==> src/rtl/capture_ring_writer.sv <==
// Circular sample-capture engine: streams 32-bit samples into the s2 port of the
// sample memory with pre-trigger fill, trigger detection and post-trigger count.
module capture_ring_writer #(
    parameter int ADDR_W = 19,
    parameter int DATA_W = 32
) (
    input  logic              clk,
    input  logic              reset,
    input  logic              arm,
    input  logic              abort,
    input  logic [ADDR_W-1:0] start_addr,
    input  logic [ADDR_W-1:0] pre_count,
    input  logic [ADDR_W-1:0] post_count,
    input  logic              trigger,
    input  logic              sample_valid,
    input  logic [DATA_W-1:0] sample_data,
    output logic              sample_ready,
    output logic [ADDR_W-1:0] mem_address,
    output logic [DATA_W-1:0] mem_writedata,
    output logic [3:0]        mem_byteenable,
    output logic              mem_chipselect,
    output logic              mem_write,
    output logic              busy,
    output logic              done,
    output logic              triggered,
    output logic              wrapped,
    output logic [ADDR_W-1:0] trig_addr
);

    localparam logic [2:0] S_IDLE  = 3'd0;
    localparam logic [2:0] S_PRE   = 3'd1;
    localparam logic [2:0] S_ARMED = 3'd2;
    localparam logic [2:0] S_POST  = 3'd3;
    localparam logic [2:0] S_DONE  = 3'd4;

    logic [2:0]        r_state;
    logic [ADDR_W-1:0] r_ptr;
    logic [ADDR_W-1:0] r_pre_cnt;
    logic [ADDR_W-1:0] r_post_cnt;
    logic [ADDR_W-1:0] r_mem_address;
    logic [DATA_W-1:0] r_mem_writedata;
    logic              r_mem_write;
    logic              r_triggered;
    logic              r_wrapped;
    logic [ADDR_W-1:0] r_trig_addr;

    logic w_busy;
    logic w_accept;
    logic w_arm_ok;

    assign w_busy   = (r_state == S_PRE) || (r_state == S_ARMED) || (r_state == S_POST);
    assign w_accept = sample_valid & w_busy;
    assign w_arm_ok = arm & ~abort & ((r_state == S_IDLE) || (r_state == S_DONE));

    assign sample_ready   = w_busy;
    assign busy           = w_busy;
    assign done           = (r_state == S_DONE);
    assign mem_address    = r_mem_address;
    assign mem_writedata  = r_mem_writedata;
    assign mem_byteenable = 4'b1111;
    assign mem_chipselect = r_mem_write;
    assign mem_write      = r_mem_write;
    assign triggered      = r_triggered;
    assign wrapped        = r_wrapped;
    assign trig_addr      = r_trig_addr;

    always_ff @(posedge clk) begin
        if (reset) begin
            r_state         <= S_IDLE;
            r_ptr           <= '0;
            r_pre_cnt       <= '0;
            r_post_cnt      <= '0;
            r_mem_address   <= '0;
            r_mem_writedata <= '0;
            r_mem_write     <= 1'b0;
            r_triggered     <= 1'b0;
            r_wrapped       <= 1'b0;
            r_trig_addr     <= '0;
        end else begin
            // A beat accepted in the abort cycle is still written; only control is dropped.
            r_mem_write <= w_accept;
            if (w_accept) begin
                r_mem_address   <= r_ptr;
                r_mem_writedata <= sample_data;
                r_ptr           <= r_ptr + ADDR_W'(1);
            end

            if (abort) begin
                r_state <= S_IDLE;
            end else if (w_arm_ok) begin
                r_ptr       <= start_addr;
                r_pre_cnt   <= pre_count;
                r_post_cnt  <= post_count;
                r_triggered <= 1'b0;
                r_wrapped   <= 1'b0;
                r_trig_addr <= '0;
                r_state     <= (pre_count == '0) ? S_ARMED : S_PRE;
            end else if (w_accept) begin
                if (r_ptr == '1)
                    r_wrapped <= 1'b1;
                case (r_state)
                    S_PRE: begin
                        r_pre_cnt <= r_pre_cnt - ADDR_W'(1);
                        if (r_pre_cnt == ADDR_W'(1))
                            r_state <= S_ARMED;
                    end
                    S_ARMED: begin
                        if (trigger) begin
                            r_trig_addr <= r_ptr;
                            r_triggered <= 1'b1;
                            r_state     <= (r_post_cnt == '0) ? S_DONE : S_POST;
                        end
                    end
                    S_POST: begin
                        r_post_cnt <= r_post_cnt - ADDR_W'(1);
                        if (r_post_cnt == ADDR_W'(1))
                            r_state <= S_DONE;
                    end
                    default: r_state <= r_state;
                endcase
            end
        end
    end

endmodule

==> config.mk <==
export PLATFORM = sky130hd
export DESIGN_NAME = capture_ring_writer
export DESIGN_NICKNAME = d
export VERILOG_FILES = /design/src/rtl/capture_ring_writer.sv
export SDC_FILE = /design/constraint.sdc
export NUM_CORES = 1
export LEC_CHECK = 0
export CAP_MARGIN = 15
export CORE_UTILIZATION = 52
export DETAILED_ROUTE_END_ITERATION = 6
export GPL_TIMING_DRIVEN = 0
export HOLD_SLACK_MARGIN = 0.12
export PLACE_DENSITY = 0.86
export SLEW_MARGIN = 10
export SYNTH_ARGS = -nofsm -noshare
export SYNTH_HDL_FRONTEND = slang
export SYNTH_SLANG_ARGS = --single-unit
==> constraint.sdc <==
create_clock -name clk -period 5 [get_ports clk]
set_input_delay 1 -clock clk [delete_from_list [all_inputs] [get_ports clk]]
set_output_delay 1 -clock clk [all_outputs]
set_load 0.02 [all_outputs]
==> results.md <==
- Worst-path maximum fanout: 10
- Port Buffer Count: 171
- Max-cap violations: 0
- Worst hold path depth: 2
- PnR worst setup slack: 1.919 ns
- Asr flop ratio synth: 0
- FF-to-FF path depth: 7
- CP Launch Type: input port
- Fin cells: 1169
- Largest net degree at the start of global routing: 17
- CTS clk-pin slew, worst paths: 0.06 ns
- First-pass GRT wire length: 33090 um
- Status: finished clean
- Die width: 112.4 um
- FP Rows: 39
- Cell count after synthesis: 820
- Final hold violations: 0
- Setup Buffers After CTS: 0
- CTS tree: built
- Worst VDD drop: 0.1871 mV
- Clk sink count: 133
- Reg-to-reg startpoint: r_state[0]
- Footprint of the multi-input gates: 3337 um2
- Clock skew: 0.005003 ns
- RSZ-0062 raised after global routing: no
- Worst hold path class: reg2reg
- CTS Buffer Depth: 2
- Post-synth EDFFs: 0
- Global Route Usage Sum: 0.3321
- Gpl congestion: 0.9322
- Final wirelength: 20630 um
- Final setup vio count: 0
- Die ar.: 12620 um2
- Final Max Tran Viols: 0
- DR WL/cell: 17.65 um
- Pwr per Cell Area: 339.7 nW/um2
- Initial antenna violation count: 0
- Pre-CTS setup slack: 1.596 ns
- Vias in the first global route: 6494
- Syn Area/Cell: 7.724 um2
- Post-layout nets: 1113
- Sequential element share of the synthesized area: 0.4204
- Io pins: 176
- Worst EP arrival: 3.42 ns
- Worst-Skew Late Latency: 0.42 ns
- Leakage power: 0.003116 uW
- Initial DRC count: 833
- Layout cells sized above 1: 0.06433
- Synth cell types: 66
- Design Area, Final: 8835 um2
- Clk root buf: clkbuf_16
- Vias/cell: 5.998
- R2R setup slack: 2.58 ns
- Crit path required time: 5.34 ns
- # hold bufs at CTS: 0
- Slew margin rel.: 0.4497
- Area after DPL: 8235 um2
- Die H: 112.4 um
- DR vias: 7012
- Setup TNS: 0 ns
- Initial Util: 0.5431
- Crit Path Class: in2reg
- Grt ovf: 0
- Crit share post-route: 0.6163
- Post-DRT Antenna Nets: 0
- Placed insts: 1137
- Seq cells post-synth: 133
- Post-CTS Resized: 0
- DRC: 0
- Layout area overhead: 39.49%
- CTS H-tree depth: 4
- Post-layout min period: 3.081 ns
- Core Region: 11660 um2
- Worst slew pin tran: 0.8199 ns
- Synth Flop Type: dfxtp_1
- Register Area: 2663 um2
- FF-to-FF End: r_post_cnt[17]
- Worst Setup End Kind: flop
- WHS Endpoint: mem_address[6]
- DRT Pass-1 Iters: 5
- YS warnings: 0
- Fmax: 324.5 MHz
- Hold Slack: 0.4535 ns
- Fill cell count: 869
- Hold path startpoint: mem_address[6]
- TritonCTS Buffers: 17
- DP HPWL: 14330 um
- Synth Cell Area: 6334 um2
- Antenna diode count: 0
final cells by class:
class / instances / area share
buffer: 68 / 0.03314
clock buffer: 20 / 0.05056
clock inverter: 12 / 0.01728
inverter: 14 / 0.005948
multi-input combinational: 608 / 0.3777
sequential: 133 / 0.3014
tap: 143 / 0.02025
timing repair buffer: 171 / 0.1937
how the worst max path moves through the flow:
stage	cells after the start	slack, ns	from	end
2_1_floorplan	6	2.59	abort	r_state[1]
3_5_place_dp	8	1.60	abort	r_pre_cnt[2]
6_report	7	1.92	arm	r_post_cnt[17]
4_1_cts	7	1.98	arm	r_post_cnt[17]
3_3_place_gp	8	1.61	abort	r_pre_cnt[2]
5_1_grt	8	1.80	abort	r_pre_cnt[2]
kinds of logic after synthesis:
| kind of cell | after synthesis | share of synthesized area |
|---|---|---|
| AND/OR/NAND/NOR | 343 | 0.2606 |
| other | 1 | 0.0005921 |
| buffers and inverters | 82 | 0.05452 |
| AO/OA/AOI/OAI | 237 | 0.2276 |
| adder cells (fa/ha/maj) | 5 | 0.009878 |
| flip-flops | 133 | 0.4204 |
| XOR/XNOR | 18 | 0.02489 |
| multiplexers | 1 | 0.001580 |
cell usage in the layout, fill, tap and decap left out, types with 8 or more instances in the layout:
cell type        instances
clkdlybuf4s50_1        171
nand2_1                147
dfxtp_1                133
a21oi_1                115
nor2_1                  79
clkbuf_1                52
o21ai_0                 34
a211oi_1                25
nor3_1                  23
nand3_1                 19
clkbuf_16               17
xnor2_1                 16
and3_1                  15
inv_1                   14
buf_2                    9
nor4_1                   9
a31oi_1                  8
routing by layer:
layer / global-route usage / routed length, um
met1: 0.4225 / 8522
met2: 0.5304 / 9479
met3: 0.09503 / 2029
met4: 0.1360 / 597
met5: 0 / 0
critical path: stages:
cell,delay (ns)
clkdlybuf4s50_1,0.50
or4b_1,0.20
buf_2,0.21
clkbuf_1,0.47
clkbuf_1,0.52
o311ai_0,0.29
a31oi_1,0.22
stage by stage:
step	utilization	power (uW)
6_report	0.7575	3001
5_1_grt	0.7575	3116
4_1_cts	0.7575	2984
3_5_place_dp	0.7061	1722
3_3_place_gp	0.7061	1714
2_1_floorplan	-	1517
where the power goes:
group	total, uW	switching (uW)	leakage (uW)	internal (uW)
sequential	1170	54.3	0.00108	1110
combinational	557	312	0.00174	245
clock	1280	481	0.000295	798
total	3000	847	0.00312	2150
synth_stat cells (5+ instances only):
master | count | area [um2]
a211oi_1 | 25 | 187.7
a21oi_1 | 115 | 575.6
a22oi_1 | 7 | 52.55
a31o_2 | 5 | 43.79
a31oi_1 | 8 | 50.05
and3_1 | 15 | 93.84
buf_2 | 9 | 45.04
buf_4 | 7 | 52.55
clkbuf_1 | 50 | 187.7
dfxtp_1 | 133 | 2663
ha_1 | 5 | 62.56
inv_1 | 14 | 52.55
nand2_1 | 147 | 551.8
nand3_1 | 19 | 95.09
nand4_1 | 5 | 31.28
nand4b_1 | 5 | 43.79
nor2_1 | 79 | 296.5
nor3_1 | 23 | 115.1
nor4_1 | 9 | 56.30
o21ai_0 | 34 | 170.2
o31ai_1 | 7 | 52.55
o32ai_1 | 5 | 43.79
xnor2_1 | 16 | 140.1
flip-flops by register name (all words and copies together), names as in the netlist:
| signal | flops |
|---|---|
| triggered | 1 |
| trig_addr | 19 |
| r_pre_cnt | 19 |
| mem_writedata | 32 |
| r_post_cnt | 19 |
| wrapped | 1 |
| r_ptr | 19 |
| mem_chipselect | 1 |
| mem_address | 19 |
| r_state | 3 |
Power figures use the tool's default switching activity.
